## src/rtl/affine_addr_gen_pkg.sv

```systemverilog
// Shared types and helpers for the N-D affine address generator.
// Holds the FSM state type and extent normalisation.
package affine_addr_gen_pkg;

  typedef enum logic {
    IDLE = 1'b0,
    RUN  = 1'b1
  } state_e;

  localparam int MAX_DIMS = 8;
  localparam int MAX_CW   = 32;

  // An extent of 0 behaves as a single-iteration dimension.
  function automatic logic [MAX_CW-1:0] eff_max(
    input logic [MAX_CW-1:0] m
  );
    return (m == '0) ? MAX_CW'(1) : m;
  endfunction

endpackage

```

## src/rtl/affine_addr_gen_nd_dim.sv

```systemverilog
// One loop dimension: index counter plus running partial sum.
// Chained by carry; exposes the post-update partial sum.
module affine_dim_counter
  import affine_addr_gen_pkg::*;
#(
  parameter int AW = 32,
  parameter int CW = 16
) (
  input  logic          clk,
  input  logic          rst_n,
  input  logic          step_en_i,
  input  logic          carry_in_i,
  input  logic          clear_i,
  input  logic [CW-1:0] max_i,
  input  logic [AW-1:0] stride_i,
  output logic [AW-1:0] part_o,
  output logic          at_max_o,
  output logic          carry_out_o
);

  logic [CW-1:0] emax;
  logic [CW-1:0] idx_q, idx_d;
  logic [AW-1:0] part_q, part_d;
  logic          wrap;

  assign emax        = CW'(eff_max(MAX_CW'(max_i)));
  assign wrap        = (idx_q == emax - CW'(1));
  assign carry_out_o = carry_in_i && wrap;

  // Next index/partial sum: clear, wrap to zero, or step by stride.
  always_comb begin
    idx_d  = idx_q;
    part_d = part_q;
    if (clear_i) begin
      idx_d  = '0;
      part_d = '0;
    end else if (step_en_i && carry_in_i) begin
      if (wrap) begin
        idx_d  = '0;
        part_d = '0;
      end else begin
        idx_d  = idx_q + CW'(1);
        part_d = part_q + stride_i;
      end
    end
  end

  assign part_o   = part_d;
  assign at_max_o = (idx_d == emax - CW'(1));

  // Counter state registers.
  always_ff @(posedge clk or negedge rst_n) begin
    if (!rst_n) begin
      idx_q  <= '0;
      part_q <= '0;
    end else begin
      idx_q  <= idx_d;
      part_q <= part_d;
    end
  end

endmodule

```

## src/rtl/affine_addr_gen_nd.sv

```systemverilog
// N-D affine address generator: config handshake, FSM,
// offset+partial-sum adder and registered valid/ready output.
module affine_addr_gen_nd
  import affine_addr_gen_pkg::*;
#(
  parameter int DIMS = 3,
  parameter int AW   = 32,
  parameter int CW   = 16
) (
  input  logic               clk,
  input  logic               rst_n,
  input  logic               cfg_valid,
  output logic               cfg_ready,
  input  logic [AW-1:0]      cfg_offset,
  input  logic [DIMS*CW-1:0] cfg_max,
  input  logic [DIMS*AW-1:0] cfg_stride,
  input  logic               abort,
  output logic               addr_valid,
  input  logic               addr_ready,
  output logic [AW-1:0]      addr,
  output logic               addr_last,
  output logic               busy
);

  state_e             state_q;
  logic               valid_q;
  logic               last_q;
  logic [AW-1:0]      addr_q;
  logic [AW-1:0]      offset_q;
  logic [DIMS*CW-1:0] max_q;
  logic [DIMS*AW-1:0] stride_q;

  logic               cfg_fire;
  logic               accept;
  logic               step;
  logic               first_last;
  logic [DIMS:0]      carry;
  logic [DIMS-1:0]    at_max;
  logic [AW-1:0]      part [DIMS];
  logic [AW-1:0]      sum;

  assign cfg_fire = cfg_valid && (state_q == IDLE);
  assign accept   = valid_q && addr_ready;
  assign step     = accept && !abort && (state_q == RUN);
  assign carry[0] = 1'b1;

  for (genvar g = 0; g < DIMS; g++) begin : g_dim
    affine_dim_counter #(
      .AW(AW),
      .CW(CW)
    ) u_dim (
      .clk         (clk),
      .rst_n       (rst_n),
      .step_en_i   (step),
      .carry_in_i  (carry[g]),
      .clear_i     (cfg_fire),
      .max_i       (max_q[g*CW +: CW]),
      .stride_i    (stride_q[g*AW +: AW]),
      .part_o      (part[g]),
      .at_max_o    (at_max[g]),
      .carry_out_o (carry[g+1])
    );
  end

  // Next address: base plus the post-update partial sums.
  always_comb begin
    sum = offset_q;
    for (int d = 0; d < DIMS; d++) begin
      sum = sum + part[d];
    end
  end

  // First address is also last when every extent is 0 or 1.
  always_comb begin
    first_last = 1'b1;
    for (int d = 0; d < DIMS; d++) begin
      if (cfg_max[d*CW +: CW] > CW'(1)) first_last = 1'b0;
    end
  end

  // FSM with config latch and registered address outputs.
  always_ff @(posedge clk or negedge rst_n) begin
    if (!rst_n) begin
      state_q  <= IDLE;
      valid_q  <= 1'b0;
      last_q   <= 1'b0;
      addr_q   <= '0;
      offset_q <= '0;
      max_q    <= '0;
      stride_q <= '0;
    end else begin
      case (state_q)
        IDLE: begin
          if (cfg_fire) begin
            offset_q <= cfg_offset;
            max_q    <= cfg_max;
            stride_q <= cfg_stride;
            addr_q   <= cfg_offset;
            last_q   <= first_last;
            valid_q  <= 1'b1;
            state_q  <= RUN;
          end
        end
        RUN: begin
          if (abort) begin
            valid_q <= 1'b0;
            last_q  <= 1'b0;
            state_q <= IDLE;
          end else if (accept) begin
            if (carry[DIMS]) begin
              valid_q <= 1'b0;
              last_q  <= 1'b0;
              state_q <= IDLE;
            end else begin
              addr_q <= sum;
              last_q <= &at_max;
            end
          end
        end
        default: begin
          valid_q <= 1'b0;
          last_q  <= 1'b0;
          state_q <= IDLE;
        end
      endcase
    end
  end

  assign cfg_ready  = (state_q == IDLE);
  assign busy       = (state_q == RUN);
  assign addr_valid = valid_q;
  assign addr       = addr_q;
  assign addr_last  = last_q;

endmodule

```

## config.mk

```make
export PLATFORM = sky130hd
export DESIGN_NAME = affine_addr_gen_nd
export DESIGN_NICKNAME = d
export VERILOG_FILES = /design/src/rtl/affine_addr_gen_pkg.sv /design/src/rtl/affine_addr_gen_nd_dim.sv /design/src/rtl/affine_addr_gen_nd.sv
export SDC_FILE = /design/constraint.sdc
export NUM_CORES = 1
export LEC_CHECK = 0
export CORE_AREA = 2 2 307 309
export CTS_CLUSTER_DIAMETER = 150
export DETAILED_ROUTE_END_ITERATION = 6
export DIE_AREA = 0 0 309 311
export MAX_ROUTING_LAYER = met4
export PLACE_DENSITY = 0.46
export SLEW_MARGIN = 20
export SYNTH_ARGS = -nofsm -noshare
export SYNTH_HDL_FRONTEND = slang
export SYNTH_SLANG_ARGS = --single-unit
```

## constraint.sdc

```tcl
create_clock -name clk -period 27.7 [get_ports clk]
set_input_delay 2.77 -clock clk [delete_from_list [all_inputs] [get_ports clk]]
set_output_delay 2.77 -clock clk [all_outputs]
set_load 0.02 [all_outputs]
```

# == Yosys cells after proc, flatten, opt, wreduce, memory -nomap -nowiden ==
# Index checks and enable logic that the tools add are counted.
# word_totals
ff_bits,355
out_inout_bits,36
# op_classes
n_addsub,12
n_lt_le_gt_ge,3
eq_ne,12
muxes,44
bitwise,1
reduce_logical,17
# op_table
operator,count
2-to-1 mux 32 bit,13
adder 32 bit,6
2-to-1 mux 16 bit,12
== test 16 bit,6
case mux 32 bit (2 select lines),1
adder 16 x 1 -> 16 bit (second input constant),3
> comparator 16 x 1 -> 1 bit (second input constant),3
logical NOT 16 bit,3
subtractor 16 x 1 -> 16 bit (second input constant),3
2-to-1 mux 1 bit,15
logical AND 1 bit,8
!= test 3 x 2 -> 1 bit (second input constant),2
case mux 1 bit (2 select lines),3
AND reduction 3 bit,2
!= test 2 x 1 -> 1 bit (second input constant),2
!= test 2 bit (second input constant),2
AND reduction 2 bit,2
AND reduction 4 bit,1
logical NOT 1 bit,1
NOT 1 bit,1

# == Longest topological paths before layout ==
# depth
ltp_word,14
depth_mapped,40
mapped_depth_nobuf,34

# == Hierarchy ==
# Synthesis repeated with hierarchy kept, for this count alone.
# unflattened
cells_unflattened,3096
area_unflattened_um2,25625.8
# modules_own_cells
mod,n_inst,cells_per_inst,area_each_um2,seq_area_each_um2
affine_addr_gen_nd,1,1354,11586.1,5280.1
affine_dim_counter at g_dim[1].u_dim ...,2,580,4702.0,1201.2
affine_dim_counter at g_dim[0].u_dim,1,582,4635.7,1201.2

# == Worst setup path after synthesis ==
# OpenSTA, ideal clock, no wires.
# synth_timing
kind,reg2reg
from,register max_q[3]
to,register addr_q[31] (netlist: addr[31])
setup_time_ns,0.126
arrival_ns,8.618
t_required_ns,27.574
slack_ns,18.956
stages_incl_launch_ff,40
n_path_buf,6
path_cell_list,dfrtp_1 -> buf_2 -> or4_1 -> clkbuf_1 -> nor4_1 -> or2_2 -> inv_1 -> ha_1 -> xnor2_1 -> a221o_1 -> a2111o_1 -> or3_1 -> nor4_1 -> nand4_2 -> buf_2 -> buf_6 -> buf_4 -> clkbuf_1 -> [4 not listed] -> fa_1 -> ha_1 -> inv_1 -> fa_1 -> nor2b_1 -> o31a_1 -> o211a_1 -> o2111ai_1 -> a31oi_1 -> a211oi_1 -> o21ai_0 -> o21ai_0 -> a311o_1 -> o21ba_2 -> a31oi_1 -> xnor2_1 -> xnor3_1 -> mux2i_1
# synth_via
elab_chain_len,14
word_cells_on_any_way,24
cone_classes,add/sub (4); eq/ne (2); mux (12); reduce/logical (6)
# synth_rtl
item,line_no,rtl
start: declaration,affine_addr_gen_nd.sv:30,logic [DIMS*CW-1:0] max_q;
start signal: assignment,affine_addr_gen_nd.sv:96,max_q <= cfg_max;
logical NOT 16 bit,affine_addr_gen_pkg.sv:17,return (m == '0) ? MAX_CW'(1) : m;
2-to-1 mux 16 bit *,affine_addr_gen_pkg.sv:17,
subtractor 16 x 1 -> 16 bit *,affine_addr_gen_nd_dim.sv:27,assign wrap = (idx_q == emax - CW'(1));
== test 16 bit *,affine_addr_gen_nd_dim.sv:27,
2-to-1 mux 32 bit,affine_addr_gen_nd_dim.sv:38,if (wrap) begin
2-to-1 mux 32 bit,affine_addr_gen_nd_dim.sv:37,end else if (step_en_i && carry_in_i) begin
2-to-1 mux 32 bit,affine_addr_gen_nd_dim.sv:34,if (clear_i) begin
adder 32 bit (3 in series),affine_addr_gen_nd.sv:69,sum = sum + part[d];
2-to-1 mux 32 bit,affine_addr_gen_nd.sv:110,if (carry[DIMS]) begin
2-to-1 mux 32 bit,affine_addr_gen_nd.sv:109,end else if (accept) begin
2-to-1 mux 32 bit,affine_addr_gen_nd.sv:105,if (abort) begin
case mux 32 bit (2 select lines),affine_addr_gen_nd.sv:92,case (state_q)
end signal: assignment,affine_addr_gen_nd.sv:98,addr_q <= cfg_offset;
end signal: assignment,affine_addr_gen_nd.sv:115,addr_q <= sum;
end: declaration,affine_addr_gen_nd.sv:28,logic [AW-1:0] addr_q;
# Every way passes the cells marked *; elsewhere a longest branch is shown, timed or not. The select of a mux whose other input is x is not followed.
# A chain may end at the register's enable or synchronous reset.

# == Worst setup path in the final report ==
# layout_timing
from,register max_q[8]
to,register addr_q[31] (netlist: addr[31])
# layout_via
word_cells_on_any_way,24
cone_classes,add/sub (4); eq/ne (2); mux (12); reduce/logical (6)
# layout_lines
item,line_no,rtl
logical NOT 16 bit,affine_addr_gen_pkg.sv:17,
2-to-1 mux 16 bit *,affine_addr_gen_pkg.sv:17,
subtractor 16 x 1 -> 16 bit *,affine_addr_gen_nd_dim.sv:27,
== test 16 bit *,affine_addr_gen_nd_dim.sv:27,
logical AND 1 bit *,affine_addr_gen_nd_dim.sv:28,assign carry_out_o = carry_in_i && wrap;
logical AND 1 bit *,affine_addr_gen_nd_dim.sv:37,
2-to-1 mux 32 bit *,affine_addr_gen_nd_dim.sv:37,
2-to-1 mux 32 bit *,affine_addr_gen_nd_dim.sv:34,
net g_dim[2].u_dim.part_o[4],affine_addr_gen_nd_dim.sv:16,"output logic [AW-1:0] part_o,"
adder 32 bit *,affine_addr_gen_nd.sv:69,
2-to-1 mux 32 bit *,affine_addr_gen_nd.sv:110,
2-to-1 mux 32 bit *,affine_addr_gen_nd.sv:109,
2-to-1 mux 32 bit *,affine_addr_gen_nd.sv:105,
case mux 32 bit (2 select lines) *,affine_addr_gen_nd.sv:92,
# The timed path passes the listed nets; every way through them passes the cells marked *. The select of a mux whose other input is x is not followed.

==> reports/qor.yml <==
status:
  status: "completed"
floorplanning:
  initial_core_util_pct: 27.8
  die_area_um2: 96100
  die_h_um: 311
  dieWidth_um: 309
  io_pins: 217
  row_count: 112
  coreArea_um2: 92800
setup_path:
  slowest_stage: "or4_1"
  crit_arrival_ps: 10510
  worst-path-buf-inv: 3
  crit_fanout: 29
  crit_top_cell: "o21ai_0"
  cp.required_ps: 28170
  start_kind: "register"
  crit_family: "simple AND/OR/NAND/NOR gates"
  crit_type: "register to register"
  endpoint_kind: "register"
  slowest_delay_ps: 780
routing:
  wirelength_mm: 88.9
  vias: 22197
  wire_per_inst_um: 19.7
  drc_errors: 0
  drt_iter0_markers: 1805
  antenna_left: 0
  viasPerCell: 4.91
  dr.pass1.iters: 5
synth:
  synth.distinct_cells: 94
  ys_ff_latch: 355
  syn-instance-count: 3088
  avgSynthCellArea_um2: 8.36
  synth-async-reset-ratio_pct: 100
  ys.warnings.count: 0
  synth_flop_cell: "dfrtp_1"
  synth.largest_area_cell: "dfrtp_1"
  syn_area_um2: 25800
  ys_seq_area_share_pct: 34.4
  syn_nets: 3464
  synth_edf_count: 0
  synthTopCellsByArea: "dfrtp_1 (34%), nand2_1 (10%), ha_1 (6.3%), xnor2_1 (5.2%), fa_1 (5.0%)"
  synth_top_cell_area_share_pct: 34.4
global_routing:
  globalRoute.totalOverflow: 0
  antenna_found_initial: 1
  grtUsageTotal_pct: 18.9
  grt_max_degree: 127
  grt_first_pass_wirelength_mm: 136
  grt_pass1_vias: 21890
layout:
  num-nets-final: 3610
  stdcell_area_um2: 30800
  drive_above_1_share_pct: 5.20
  mostFrequentLayoutCell: "nand2_1"
  layout_common_cells: "nand2_1 (692), dfrtp_1 (354), inv_1 (232)"
  area_delta_synth_final_pct: 19.4
  diodes: 0
cts:
  cts_root_buffer: "clkbuf_16"
  cts_tree: "yes"
  insertion_delay_ps: 620
  cts.sinks: 355
  path_clk_slew_ps: 60
  ctsHoldBuffers: 0
  cts_resized: 0
  numCtsBuffers: 46
  htree_levels: 2
  clockBufferDepth: 3
  post_cts_buffers: 0
sta:
  fin_crit_ps: 10040
  maxSlewViolCount: 0
  setup_viol_count_final: 0
  max_slew_margin_pct: 26.9
  rsz0062_at_grt: "no"
  period_share_pct: 36.3
  fin_skew_ps: 41.1
  layout_setup_ws_ps: 17660
  fmax_ghz: 0.0996
  worstMarginPinSlew_ps: 1090
  finalSetupTns_ps: 0
  hold_violations: 0
job:
  drv_cap: 0
placed_design:
  port_buffers: 216
  hpwl_mm: 68.1
  postPlaceCellArea_um2: 29200
  preCtsSetupSlack_ps: 17580
  place_congestion: 0.934
hold_path:
  min_path_type: "register to register"
power_and_ir_drop:
  p_per_area_nw_per_um2: 63.7
  p_leak_nw: 14.6
  ir_drop_mv: 0.0414
==> cell type report <==
class / count / area (um2)
Fill cell: 9931 / 61900
Multi-Input combinational cell: 2359 / 15500
Sequential cell: 355 / 8880
Timing Repair Buffer: 240 / 2360
Tap cell: 1254 / 1570
Clock buffer: 67 / 1380
Inverter: 232 / 871
Clock inverter: 17 / 243
==> synth_stat cells, drive strengths merged, types with 28 or more instances <==
cell type / instances
fa: 65
xnor2: 154
inv: 232
clkbuf: 114
nor3: 58
a22oi: 28
xor2: 72
nand3: 72
o21ai: 162
nand2: 693
nor4: 52
o31ai: 29
nor2: 145
nand2b: 28
mux2i: 28
nand4: 32
or4: 34
dfrtp: 355
ha: 130
a21oi: 156
buf: 28
a21o: 55
nor2b: 32
==> per-stage QoR <==
| stage | power [mW] | utilization, % | instances | hold slack, ps |
|---|---|---|---|---|
| finish | 1.96 | 33.2 | 4524 | 479 |
| global route | 2.09 | 33.2 | 4524 | 509 |
| CTS | 1.99 | 33.2 | 4524 | 486 |
| detailed placement | 1.33 | 31.5 | 4440 | 472 |
| global placement | 1.33 | 31.5 | 4440 | 470 |
| floorplan | 1.09 | - | 3088 | 450 |
==> metal layers <==
metal	global-route usage [%]	share of wire [%]	vias to the layer above
met5	-	0	-
met4	3.96	1.9	0
met3	2.10	4.6	83
met2	29.9	46	511
met1	26.0	47	10699
li1	-	-	10904
==> cell families after synthesis <==
kind of cell / Yosys count / share of synthesized area (%)
simple gates: 1266 / 23.2
compound gates: 634 / 16.0
buf+inv: 374 / 5.59
flops: 355 / 34.4
xor+xnor: 232 / 8.23
fa+ha+maj: 195 / 11.3
mux: 32 / 1.26
==> flip-flops by register name, summed over array words and instances (netlist names) <==
| signal | flops |
|---|---|
| max_q | 48 |
| busy | 1 |
| addr_valid | 1 |
| addr_last | 1 |
| addr | 32 |
| g_dim.u_dim.idx_q | 48 |
| stride_q | 96 |
| offset_q | 32 |
| g_dim.u_dim.part_q | 96 |
==> worst register-to-register path, delay by kind of cell, from the launching register on <==
kind                     cells  cell delay, ps
buffers and inverters        3             640
multiplexers                 1             130
AND/OR/NAND/NOR              9            3740
AO/OA/AOI/OAI               13            3420
adder cells (fa/ha/maj)      3            1050
flip-flops                   1             500
XOR/XNOR                     2             410
==> path summary, 6_finish.rpt <==
kind / end / slack, ps / start / depth (start not counted)
worst max-delay path: addr[31]$_DFFE_PN0P_ / 17660 / max_q[8]$_DFFE_PN0P_ / 31
min in group asynchronous: max_q[44]$_DFFE_PN0P_ / 2220 / rst_n / 1
worst min-delay path: stride_q[81]$_DFFE_PN0P_ / 480 / stride_q[81]$_DFFE_PN0P_ / 2
worst min register to register: stride_q[81]$_DFFE_PN0P_ / 480 / stride_q[81]$_DFFE_PN0P_ / 2
worst max register to register: addr[31]$_DFFE_PN0P_ / 17660 / max_q[8]$_DFFE_PN0P_ / 31
max in group asynchronous: stride_q[63]$_DFFE_PN0P_ / 23350 / rst_n / 3
==> power breakdown <==
| part | leakage, nW | internal, mW | switching [mW] | total (mW) |
|---|---|---|---|---|
| sequential | 4.60 | 0.594 | 0.0926 | 0.687 |
| clock | 0.792 | 0.385 | 0.258 | 0.643 |
| combinational | 9.21 | 0.259 | 0.375 | 0.634 |
Note: power is estimated with default switching activity, not from simulation.
